===== config.mk =====
export PLATFORM = sky130hd
export DESIGN_NAME = pol_sched
export DESIGN_NICKNAME = d
export VERILOG_FILES = /design/src/rtl/pol_sched.sv
export SDC_FILE = /design/constraint.sdc
export NUM_CORES = 1
export LEC_CHECK = 0
export ABC_AREA = 1
export BUFFER_PORTS_ARGS = -buffer_cell sky130_fd_sc_hd__buf_4
export CAP_MARGIN = 20
export CORE_ASPECT_RATIO = 1.75
export CORE_MARGIN = 2
export CORE_UTILIZATION = 59
export CTS_BUF_LIST = sky130_fd_sc_hd__clkbuf_4 sky130_fd_sc_hd__clkbuf_8
export CTS_CLUSTER_DIAMETER = 100
export DETAILED_ROUTE_END_ITERATION = 10
export GPL_TIMING_DRIVEN = 0
export PLACE_DENSITY = 0.86
export REMOVE_ABC_BUFFERS = 1
export SYNTH_ARGS = -nofsm -noshare
export SYNTH_HDL_FRONTEND = slang
export SYNTH_SLANG_ARGS = --single-unit
export TNS_END_PERCENT = 5

===== constraint.sdc =====
create_clock -name clk -period 2.7 [get_ports clk]
set_clock_uncertainty 0.15 [all_clocks]
set_input_delay 0.135 -clock clk [delete_from_list [all_inputs] [get_ports clk]]
set_output_delay 0.135 -clock clk [all_outputs]
set_load 0.01 [all_outputs]

===== src/rtl/pol_sched.sv =====
// pol_sched: schedules neighbour feature reads onto NUM_PCC max-pooling cores
// and returns pooled results strictly in point order.
// Optional build macro: POL_SCHED_PERF_EN adds the 32-bit PerfStall port.
//
// state | meaning
// IDLE  | waiting for a job, CfgRdy high
// ISSUE | issuing feature reads, one point in flight per owner core
// DRAIN | all reads issued, waiting for returns and pooled results
// FIN   | job finished, Done pulses on the following cycle
module pol_sched #(
   parameter int NUM_PCC   = 4,
   parameter int IDX_WIDTH = 16,
   parameter int K_WIDTH   = 6,
   parameter int TAG_DEPTH = 8
) (
   input  logic                       clk,
   input  logic                       Rst,
   input  logic                       CfgVld,
   output logic                       CfgRdy,
   input  logic [IDX_WIDTH-1:0]       CfgNp,
   input  logic [K_WIDTH-1:0]         CfgK,
   input  logic                       IdxVld,
   output logic                       IdxRdy,
   input  logic [IDX_WIDTH-1:0]       IdxDat,
   output logic                       FeaRdVld,
   input  logic                       FeaRdRdy,
   output logic [IDX_WIDTH-1:0]       FeaRdAddr,
   input  logic                       FeaDatVld,
   output logic                       FeaDatRdy,
   output logic [NUM_PCC-1:0]         PccInVld,
   output logic [NUM_PCC-1:0]         PccInLast,
   input  logic [NUM_PCC-1:0]         PccInRdy,
   output logic [$clog2(NUM_PCC)-1:0] PccSel,
   input  logic [NUM_PCC-1:0]         PccOutVld,
   output logic [NUM_PCC-1:0]         PccOutRdy,
   output logic                       OutVld,
   input  logic                       OutRdy,
   output logic [$clog2(NUM_PCC)-1:0] OutSel,
   output logic [IDX_WIDTH-1:0]       OutPnt,
   output logic                       PccRst,
`ifdef POL_SCHED_PERF_EN
   output logic [31:0]                PerfStall,
`endif
   output logic                       Done
);

   localparam int SEL_W = $clog2(NUM_PCC);
   localparam int PTR_W = $clog2(TAG_DEPTH);

   typedef enum logic [1:0] {IDLE, ISSUE, DRAIN, FIN} state_t;

   state_t               state_q, state_d;
   logic [IDX_WIDTH-1:0] np_q, np_d;
   logic [IDX_WIDTH-1:0] pnt_q, pnt_d;
   logic [IDX_WIDTH-1:0] out_q, out_d;
   logic [K_WIDTH-1:0]   k_q, k_d;
   logic [K_WIDTH-1:0]   nbr_q, nbr_d;
   logic [NUM_PCC-1:0]   busy_q, busy_d;
   logic [NUM_PCC-1:0]   dlv_q, dlv_d;
   logic [SEL_W:0]       tag_mem_q [TAG_DEPTH];
   logic [SEL_W:0]       tag_mem_d [TAG_DEPTH];
   logic [PTR_W:0]       wr_ptr_q, wr_ptr_d;
   logic [PTR_W:0]       rd_ptr_q, rd_ptr_d;
   logic                 pcc_rst_q, pcc_rst_d;
   logic                 done_q, done_d;

   logic                 fifo_full, fifo_empty;
   logic [SEL_W:0]       head;
   logic [SEL_W-1:0]     head_core, owner, out_sel;
   logic                 head_last, first_nbr, last_nbr, owner_ok, issue_ok;
   logic                 push, pop, out_ok, out_xfer, cfg_acc, run;

   // nbr_q is a down-counter: reloads with K-1 at each point, terminal count 0 marks the last neighbour
   assign fifo_empty = (wr_ptr_q == rd_ptr_q);
   assign fifo_full  = (wr_ptr_q[PTR_W] != rd_ptr_q[PTR_W]) &&
                       (wr_ptr_q[PTR_W-1:0] == rd_ptr_q[PTR_W-1:0]);
   assign head       = tag_mem_q[rd_ptr_q[PTR_W-1:0]];
   assign head_core  = head[SEL_W:1];
   assign head_last  = head[0];
   assign owner      = pnt_q[SEL_W-1:0];
   assign first_nbr  = (nbr_q == (k_q - K_WIDTH'(1)));
   assign last_nbr   = (nbr_q == '0);
   // later neighbours of a point already own the core they set busy
   assign owner_ok   = !first_nbr || !busy_q[owner];
   assign issue_ok   = (state_q == ISSUE) && FeaRdRdy && !fifo_full && owner_ok;
   assign run        = (state_q == ISSUE) || (state_q == DRAIN);

   assign IdxRdy     = issue_ok;
   assign FeaRdVld   = issue_ok && IdxVld;
   assign FeaRdAddr  = IdxDat;
   assign push       = FeaRdVld;

   assign FeaDatRdy  = !fifo_empty && PccInRdy[head_core];
   assign pop        = FeaDatVld && FeaDatRdy;
   assign PccSel     = head_core;

   assign out_sel    = out_q[SEL_W-1:0];
   assign out_ok     = run && busy_q[out_sel] && dlv_q[out_sel];
   assign OutVld     = PccOutVld[out_sel] && out_ok;
   assign out_xfer   = OutVld && OutRdy;
   assign OutSel     = out_sel;
   assign OutPnt     = out_q;

   assign CfgRdy     = (state_q == IDLE);
   assign cfg_acc    = CfgVld && CfgRdy;
   assign PccRst     = Rst || pcc_rst_q;
   assign Done       = done_q;

   // per-core steering of the return beat and the result ready
   always_comb begin
      PccInVld  = '0;
      PccInLast = '0;
      PccOutRdy = '0;
      PccInVld[head_core]  = FeaDatVld && !fifo_empty;
      PccInLast[head_core] = head_last;
      PccOutRdy[out_sel]   = OutRdy && out_ok;
   end

   // next-state: counters, busy tracking, tag FIFO and FSM
   always_comb begin
      state_d   = state_q;
      np_d      = np_q;
      k_d       = k_q;
      pnt_d     = pnt_q;
      nbr_d     = nbr_q;
      out_d     = out_q;
      busy_d    = busy_q;
      dlv_d     = dlv_q;
      tag_mem_d = tag_mem_q;
      wr_ptr_d  = wr_ptr_q;
      rd_ptr_d  = rd_ptr_q;
      pcc_rst_d = 1'b0;
      done_d    = (state_q == FIN);

      if (push) begin
         tag_mem_d[wr_ptr_q[PTR_W-1:0]] = {owner, last_nbr};
         wr_ptr_d = wr_ptr_q + (PTR_W+1)'(1);
         if (first_nbr) begin
            busy_d[owner] = 1'b1;
            dlv_d[owner]  = 1'b0;
         end
         if (last_nbr) begin
            nbr_d = k_q - K_WIDTH'(1);
            pnt_d = pnt_q + IDX_WIDTH'(1);
         end else begin
            nbr_d = nbr_q - K_WIDTH'(1);
         end
      end

      if (pop) begin
         rd_ptr_d = rd_ptr_q + (PTR_W+1)'(1);
         if (head_last) dlv_d[head_core] = 1'b1;
      end

      if (out_xfer) begin
         busy_d[out_sel] = 1'b0;
         dlv_d[out_sel]  = 1'b0;
         out_d           = out_q + IDX_WIDTH'(1);
      end

      case (state_q)
         IDLE: begin
            if (cfg_acc) begin
               np_d      = CfgNp;
               k_d       = CfgK;
               pnt_d     = '0;
               nbr_d     = CfgK - K_WIDTH'(1);
               out_d     = '0;
               pcc_rst_d = 1'b1;
               state_d   = ((CfgNp == '0) || (CfgK == '0)) ? FIN : ISSUE;
            end
         end
         ISSUE: begin
            if (push && last_nbr && (pnt_q == (np_q - IDX_WIDTH'(1)))) state_d = DRAIN;
         end
         DRAIN: begin
            if ((out_q == np_q) && fifo_empty) state_d = FIN;
         end
         FIN:     state_d = IDLE;
         default: state_d = IDLE;
      endcase
   end

   // state registers with synchronous reset; tag storage needs no reset
   always_ff @(posedge clk) begin
      if (Rst) begin
         state_q   <= IDLE;
         np_q      <= '0;
         k_q       <= '0;
         pnt_q     <= '0;
         nbr_q     <= '0;
         out_q     <= '0;
         busy_q    <= '0;
         dlv_q     <= '0;
         wr_ptr_q  <= '0;
         rd_ptr_q  <= '0;
         pcc_rst_q <= 1'b0;
         done_q    <= 1'b0;
      end else begin
         state_q   <= state_d;
         np_q      <= np_d;
         k_q       <= k_d;
         pnt_q     <= pnt_d;
         nbr_q     <= nbr_d;
         out_q     <= out_d;
         busy_q    <= busy_d;
         dlv_q     <= dlv_d;
         wr_ptr_q  <= wr_ptr_d;
         rd_ptr_q  <= rd_ptr_d;
         pcc_rst_q <= pcc_rst_d;
         done_q    <= done_d;
      end
      tag_mem_q <= tag_mem_d;
   end

`ifdef POL_SCHED_PERF_EN
   logic [31:0] perf_q, perf_d;

   // saturating count of issue cycles stalled with an index waiting
   always_comb begin
      perf_d = perf_q;
      if (cfg_acc) begin
         perf_d = '0;
      end else if ((state_q == ISSUE) && IdxVld && !IdxRdy && (perf_q != '1)) begin
         perf_d = perf_q + 32'd1;
      end
   end

   // stall counter register
   always_ff @(posedge clk) begin
      if (Rst) perf_q <= '0;
      else     perf_q <= perf_d;
   end

   assign PerfStall = perf_q;
`endif

endmodule


After elaboration in Yosys (flattened, before gate mapping)
Cells that the tools add are included.
{"block": "word_totals", "reg_bits": 104, "in_bits": 53, "out_inout_bits": 55, "word_cells": 145}
{"block": "op_classes", "n_addsub": 8, "order_cmp": 9, "eq_ne": 12, "mux": 47, "bitwise_logic": 13, "n_reduce_logical": 36}
{"cell": "$mux 16", "n": 7}
{"cell": "$add 16x1->16 const B", "n": 2}
{"cell": "$eq 16x16->1", "n": 2}
{"cell": "$mux 4", "n": 8}
{"cell": "$and 4x4->4", "n": 6}
{"cell": "$bwmux 24", "n": 1}
{"cell": "$mux 6", "n": 4}
{"cell": "$logic_and 1x1->1", "n": 21}
{"cell": "$sub 6x1->6 const B", "n": 3}
{"cell": "$logic_not 16->1", "n": 1}
{"cell": "$sub 16x1->16 const B", "n": 1}
{"cell": "$logic_not 6->1", "n": 2}
{"cell": "$bmux 1 s2", "n": 5}
{"cell": "$bmux 3 s3", "n": 1}
{"cell": "$demux 3 s3", "n": 1}
{"cell": "$lt 2x3->1 const B", "n": 3}
{"cell": "$mux 1", "n": 9}
{"cell": "$mux 3", "n": 3}
{"cell": "$add 4x1->4 const B", "n": 2}
{"cell": "$ge 4x4->1 const B", "n": 2}
{"cell": "$mux 2", "n": 4}
{"cell": "$not 3->4", "n": 2}
{"cell": "$not 4->4", "n": 2}
{"cell": "$or 4x4->4", "n": 2}
{"cell": "18 further kinds", "n": 31}

Longest topological paths before layout
Gate-level depths: netlist of the first run.
{"block": "depth", "word_depth": 13, "ltp_mapped": 17, "ltp_nobuf": 17}

Worst setup path after synthesis of the first run
No wires, ideal clock.
{"block": "synth_timing", "path_kind": "register to register", "start": "register k_q[0]", "end": "register tag_mem_q[3] (netlist bit) (enable)", "setup_ns": 0.345, "arrival_ns": 1.851, "required_time_ns": 2.205, "slack_ns": 0.354, "path_stages_with_launch": 16, "cell_sequence": "dfxtp_1 inv_1 ha_1 inv_1 nand2_1 nand3_1 nand2_1 nor2_1 nand2_1 nor2_2 nand3_2 nand2_2 nor2_4 buf_6 nand2_2 nor3_1"}
{"block": "synth_via", "elab_chain_cells": 6}
{"element": "start, declared", "line_no": "56", "source": "logic [K_WIDTH-1:0] k_q, k_d;"}
{"element": "start signal, assigned", "line_no": "202", "source": "k_q <= k_d;"}
{"element": "$sub 6x1->6", "line_no": "81", "source": "assign first_nbr = (nbr_q == (k_q - K_WIDTH'(1)));"}
{"element": "$eq 6x6->1", "line_no": "81"}
{"element": "$logic_not 1->1", "line_no": "84", "source": "assign owner_ok = !first_nbr || !busy_q[owner];"}
{"element": "$logic_or 1x1->1", "line_no": "84"}
{"element": "$logic_and 1x1->1", "line_no": "85", "source": "assign issue_ok = (state_q == ISSUE) && FeaRdRdy && !fifo_full && owner_ok;"}
{"element": "$logic_and 1x1->1", "line_no": "89", "source": "assign FeaRdVld = issue_ok && IdxVld;"}
{"element": "named net FeaRdVld", "line_no": "25", "source": "output logic FeaRdVld,"}
{"element": "end signal, assigned", "line_no": "213", "source": "tag_mem_q <= tag_mem_d;"}
{"element": "end, declared", "line_no": "60", "source": "logic [SEL_W:0] tag_mem_q [TAG_DEPTH];"}
The timed path passes the listed nets, and every way through them passes these cells.
A chain may end at the register's enable or synchronous reset.

Final worst setup path of the first run
{"block": "layout_timing", "start": "register k_q[0]", "end": "output port FeaRdVld"}
{"block": "layout_via", "elab_chain_cells": 6}
{"element": "$sub 6x1->6", "line_no": "81"}
{"element": "$eq 6x6->1", "line_no": "81"}
{"element": "$logic_not 1->1", "line_no": "84"}
{"element": "$logic_or 1x1->1", "line_no": "84"}
{"element": "$logic_and 1x1->1", "line_no": "85"}
{"element": "$logic_and 1x1->1", "line_no": "89"}
{"element": "end, declared", "line_no": "25"}
No other way between the ends.

==> flow_summary.yaml, run 1 <==
clock_network:
  tritoncts: "done"
  h-tree-depth: 3
  clockRootBuffer: "clkbuf_8"
  path_clk_slew_ns: 0.09
  cts.path.max_buffers: 2
  clk_latency_ns: 0.38
  cts_inserted_buffers: 9
  cts_sinks: 104
synthesis:
  syn_inst: 919
  synth-seq-cells: 104
  synth.distinct_cells: 49
  synth_top_cell_by_area: "dfxtp_1"
  syn_area_per_cell_um2: 7.076
  yosysWarnings: 0
  synth_edf_count: 24
  syn_area_um2: 6502
  ys.flop_type: "dfxtp_1"
  synth.top_cell.area_share: 0.2463
  synth.area.top_cells: "dfxtp_1 25%, nand2_1 12%, edfxtp_1 11%"
  yosysMostFrequentCell: "nand2_1"
  synthArstFlopShare: 0
  ys_top_cells_by_count: "201 x nand2_1, 110 x nor2_1, 109 x inv_1"
  yosysSeqAreaShare: 0.3571
floorplan:
  core_um2: 10700
  initial_core_util: 0.6078
  die_w_um: 83.36
  die_h_um: 142.9
  ios: 108
  core.rowCount: 50
  die_area_um2: 11910
power_and_ir_drop:
  power_frac_seq: 0.376
  switching_share: 0.3932
  p_clk_frac: 0.217
  internal_power_w: 0.003065
  leakagePower_nw: 3.227
  ir_drop_mv: 0.5908
  p_comb_frac: 0.407
  powerDensity_nw_per_um2: 671.1
  power_switching_w: 0.001986
sta:
  period_needed_ns: 2.602
  slew_headroom: 0.5157
  drv_slew: 0
  finalHoldViolCount: 0
  setup_violations: 0
  fin_ws_ns: 0.09827
  tns_ns: 0
  finalCritPeriodShare: 0.9636
  max_freq_mhz: 384.4
  tightest_slew_ns: 0.7257
  rsz0062_at_grt: "yes"
drt:
  firstDrtPassIters: 6
  drt_first_iter_violations: 489
  wirelength_mm: 17.63
  drt-vias-per-instance: 5.635
  num_vias: 6384
  ant_nets: 0
  wl_per_cell_um: 15.56
  drc: 0
grt:
  grt_usage: 0.2921
  antenna_found_initial: 0
  grt_overflow: 0
  grt_pass1_wl_mm: 27.87
  grt_max_degree: 27
  grt_pass1_vias: 6141
critical_path:
  worstSetupEndpointType: "primary output"
  worstRegToRegCells: 10
  endpoint: "FeaRdVld"
  critPathLaunch: "k_q[0]"
  path_class: "reg2out"
  cp_max_fo: 7
  crit_arrival_ns: 2.32
  regToRegStartpoint: "pnt_q[0]"
  regToRegSetupSlack_ns: 0.13
  cp-start-kind: "flip-flop"
  r2r-end: "tag_mem_q[14]"
  crit_required_ns: 2.41
layout:
  nFillCells: 875
  fin_cells: 1133
  area_growth_pct: 15.76
  finalNetCount: 1070
  final_layout_size_suffix_gt1_frac: 0.1525
  multiInputGateArea_um2: 3491
  regArea_um2: 2328
  n_antenna_cell: 0
flow_run:
  max_cap_viol_count: 0
placement:
  port_buffers: 75
  dp_cells: 1084
  globalplace.congestion: 0.9636
  dp_worst_setup_slack_ns: -1.139
  dp_hpwl_mm: 12.47
run_status:
  status: "finished, final reports clean"
worst_hold_path:
  hold_path_depth: 3
  min_path_type: "in2reg"
-- cell families (layout without fill, tap and decap cells) --
group                      count (synthesis)  count (layout)  share of synthesized area
DFF                                      104             104                     0.3571
AOI/OAI and AO/OA                        135             135                     0.1189
buffers and inverters                    161             242                     0.1128
adders and majority gates                 19              19                    0.03656
and+or+nand+nor                          456             459                     0.3154
xor gates and xnor gates                  44              44                    0.05927
-- area by class of cell --
class	instances	area share
sequential	104	0.3093
multi-input combinational	657	0.4638
clock buffer	13	0.02128
inverter	121	0.06134
timing repair buffer	105	0.1140
tap	130	0.02161
clock inverter	3	0.008644
-- critical path: stages, from the launching register on --
cell and delay [ns]:
dfxtp_1 0.36, inv_2 0.09, ha_1 0.31, inv_1 0.08, nand2_1 0.05, nand2_1 0.06, nand3_1 0.07, nor2_1 0.11
nand2_1 0.07, nor2_2 0.17, nand3_2 0.13, nand2_4 0.13, nor2_4 0.06, buf_12 0.14, buf_4 0.14
-- per-stage QoR --
stage | power [W] | hold WS [ns] | utilization | area (µm²)
after global placement | 0.003758 | 0.1202 | 0.6498 | 6952
after floorplan | 0.003287 | 0.05407 | - | 6226
after CTS | 0.004946 | 0.01681 | 0.6958 | 7443
after detailed placement | 0.003808 | 0.1202 | 0.6501 | 6954
final | 0.005051 | 0.02303 | 0.7036 | 7527
after global routing | 0.005383 | 0.04511 | 0.7036 | 7527
-- power groups by stage --
stage / clock network, W / logic (W) / registers [W]
after floorplan: 0 / 0.00141 / 0.00188
after global routing: 0.00115 / 0.00232 / 0.00191
after CTS: 0.00110 / 0.00196 / 0.00189
after global placement: 0 / 0.00184 / 0.00192
after detailed placement: 0 / 0.00188 / 0.00193
final: 0.00110 / 0.00206 / 0.00190
-- layer usage --
metal / up-vias / global-route usage / wire length, µm
li1: 3141 / - / -
met2: 276 / 0.5548 / 9564
met1: 2898 / 0.2905 / 6030
met3: 69 / 0.05087 / 1085
met4: 0 / 0.1803 / 948
met5: - / 0 / 0
-- flip-flops by register name, indices dropped and copies added, names as in the netlist, 4 cells and up --
register,count
OutPnt,16
k_q,6
pnt_q,16
np_q,16
busy_q,4
tag_mem_q,24
nbr_q,6
dlv_q,4
rd_ptr_q,4
wr_ptr_q,4
-- placed cells by master, fill, tap and decap left out, types with 24 or more instances in the layout --
cell type / instances
a21oi_1: 41
nor2_1: 107
inv_1: 108
dfxtp_1: 77
o21ai_0: 57
edfxtp_1: 24
nand3_1: 69
buf_4: 81
nand2_1: 200
-- how the worst min path moves through the flow --
| stage | slack, ns | start | to |
|---|---|---|---|
| floorplan | 0.05 | Rst | rd_ptr_q[2] |
| global route | 0.05 | IdxVld | pnt_q[1] |
| detailed placement | 0.12 | IdxDat[0] | FeaRdAddr[0] |
| CTS | 0.02 | IdxVld | pnt_q[0] |
| finish | 0.02 | IdxVld | pnt_q[0] |
| global placement | 0.12 | IdxDat[0] | FeaRdAddr[0] |
-- timing repair --
item	in CTS	in global routing
resized for setup	7	6
pin swaps	2	2
cloned	2	1
setup buffers	0	7
setup endpoints to repair	52	52
endpoints found under the hold margin	27	0
hold buffers	23	0
(Power assumes the default switching activity.)
==> run 2, diff against run 1 <==
--- a/constraint.sdc
+++ b/constraint.sdc
@@ -3,3 +3,3 @@
 set_input_delay 0.135 -clock clk [delete_from_list [all_inputs] [get_ports clk]]
 set_output_delay 0.135 -clock clk [all_outputs]
-set_load 0.01 [all_outputs]
+set_load 0.02 [all_outputs]
==> run 2 against run 1 <==
Against the previous run: critical path depth shrank 5; global-route usage grew 0.073 points; maximum frequency increased by 1.8%; first-iteration DRC count down 13%; hold slack got worse by 0.0058 ns; register-to-register slack improved by 0.03 ns; largest cell class unchanged; clock-buffer cell count unchanged; worst setup slack gained 0.046 ns; sequential share of layout area is 0.089 points higher; clock power is essentially flat; flip-flop and latch count unchanged; power rose by 0.30%.
==> flow_summary.yaml, run 2 (synthesis results as in run 1) <==
critical_path:
  cp_slowest_cell: "dfxtp_4"
  regToRegSetupSlack_ns: 0.16
  worstSetupEndpointType: "primary output"
  cp_max_fo: 17
  cp-start-kind: "flip-flop"
  crit_cells: 9
  r2r-end: "tag_mem_q[14]"
  crit_arrival_ns: 2.27
  crit_chain: "inv_2 -> o21ai_0 -> o211ai_1 -> nand2_1 -> inv_2 -> nand3_1 -> nand4_1 -> and2_1 -> buf_4"
  timing.critical_path.buf_inv: 3
  cpPeakStageDelay_ns: 0.47
  path_class: "reg2out"
  timing.critical_path.mode_cell: "inv_2"
  crit_required_ns: 2.41
  regToRegStartpoint: "k_q[0]"
  cp_top_family: "simple AND/OR/NAND/NOR gates"
  worstRegToRegCells: 16
drt:
  drt_first_iter_violations: 426
  firstDrtPassIters: 6
  wirelength_mm: 17.42
  ant_nets: 0
  num_vias: 6356
  drc: 0
  wl_per_cell_um: 15.40
  drt-vias-per-instance: 5.620
worst_hold_path:
  hold_path_depth: 3
  hold_path_end: "pnt_q[0]"
  min_path_type: "in2reg"
  min_from: "IdxVld"
placement:
  dp_worst_setup_slack_ns: -1.139
  dp_cells: 1084
  dpl_cell_area_um2: 6954
  globalplace.congestion: 0.9636
  dp_hpwl_mm: 12.47
  port_buffers: 75
layout:
  largest_register: "tag_mem_q"
  nFillCells: 876
  largest_reg_flops: 24
  finalNetCount: 1068
  area_growth_pct: 15.49
  fin_area_um2: 7510
  final_common_cell: "nand2_1"
  fin_cells: 1131
  final_cell_mix: "200 x nand2_1, 108 x inv_1, 107 x nor2_1"
  final_layout_size_suffix_gt1_frac: 0.1528
  n_antenna_cell: 0
sta:
  tns_ns: 0
  finalHoldViolCount: 0
  tightest_slew_ns: 0.7297
  fin_ws_ns: 0.1442
  setup_violations: 0
  finalCritPeriodShare: 0.9466
  drv_slew: 0
  slew_headroom: 0.5130
  max_freq_mhz: 391.3
  period_needed_ns: 2.556
clock_network:
  clk_latency_ns: 0.37
  cts.path.max_buffers: 2
  tritoncts: "done"
  path_clk_slew_ns: 0.09
  cts_sinks: 104
  cts_inserted_buffers: 9
  h-tree-depth: 3
  clockRootBuffer: "clkbuf_8"
grt:
  grt_pass1_wl_mm: 27.94
  grt_pass1_vias: 6148
  grt_overflow: 0
  grt_usage: 0.2929
  grt_max_degree: 27
  antenna_found_initial: 0
run_status:
  status: "finished, final reports clean"
floorplan:
  initial_core_util: 0.6078
  die_h_um: 142.9
  core_um2: 10700
  ios: 108
  die_w_um: 83.36
  die_area_um2: 11910
  core.rowCount: 50
power_and_ir_drop:
  powerDensity_nw_per_um2: 674.7
  ir_drop_mv: 0.5835
  leakagePower_nw: 3.230
flow_run:
  max_cap_viol_count: 0
run 2: cell count changes in the layout (fill, tap and decap cells not counted), sizes merged:
cell	previous run	this run
buf	82	80
run 2: what timing repair did:
item,CTS,global route
endpoints found under the hold margin,27,0
gates resized for setup,8,8
buffers inserted,0,5
pin swaps,2,2
hold buffers,23,0
gates cloned,2,1
endpoints found under the setup margin,53,52
run 2: how the worst max path moves through the flow:
stage / startpoint / endpoint / slack (ns)
after floorplan: state_q[0] / pnt_q[7] / -0.25
after global placement: state_q[0] / pnt_q[1] / -1.77
after detailed placement: state_q[0] / pnt_q[1] / -1.14
after CTS: k_q[0] / tag_mem_q[5] / -0.02
after global routing: k_q[0] / tag_mem_q[18] / -0.02
final: rd_ptr_q[0] / FeaDatRdy / 0.14
run 2: worst min-delay path: stages:
cell	delay, ns
buf_4	0.14
nand4_4	0.14
a21oi_1	0.08
run 2: layer usage:
layer / up-vias / part of all wire / global-route usage
met1: 2899 / 0.34 / 0.2913
li1: 3134 / - / -
met5: - / 0 / 0
met2: 255 / 0.54 / 0.5560
met4: 0 / 0.055 / 0.1803
met3: 68 / 0.057 / 0.05145
run 2: per-stage QoR:
step           power (W)  hold slack, ns    util
2_1_floorplan   0.003322         0.05407       -
3_3_place_gp    0.003794          0.1203  0.6498
3_5_place_dp    0.003844          0.1203  0.6501
4_1_cts         0.004984         0.01681  0.6960
5_1_grt         0.005410         0.03480  0.7020
6_report        0.005066         0.01721  0.7020
run 2: cell type report:
class / instances / area (µm²) / area share
repair buffers: 103 / 830.8 / 0.1106
clock buffers: 13 / 160.2 / 0.02133
well taps: 130 / 162.7 / 0.02166
clock inverters: 3 / 65.06 / 0.008664
inverters: 121 / 461.7 / 0.06148
multi-input cells: 657 / 3500 / 0.4660
flip-flops and latches: 104 / 2330 / 0.3102
run 2: where the power goes:
part | total, W | internal [W] | switching (W) | leakage [nW]
registers | 0.00190 | 0.00174 | 0.000162 | 0.873
clock network | 0.00108 | 0.000578 | 0.000506 | 0.118
logic | 0.00208 | 0.000747 | 0.00134 | 2.24
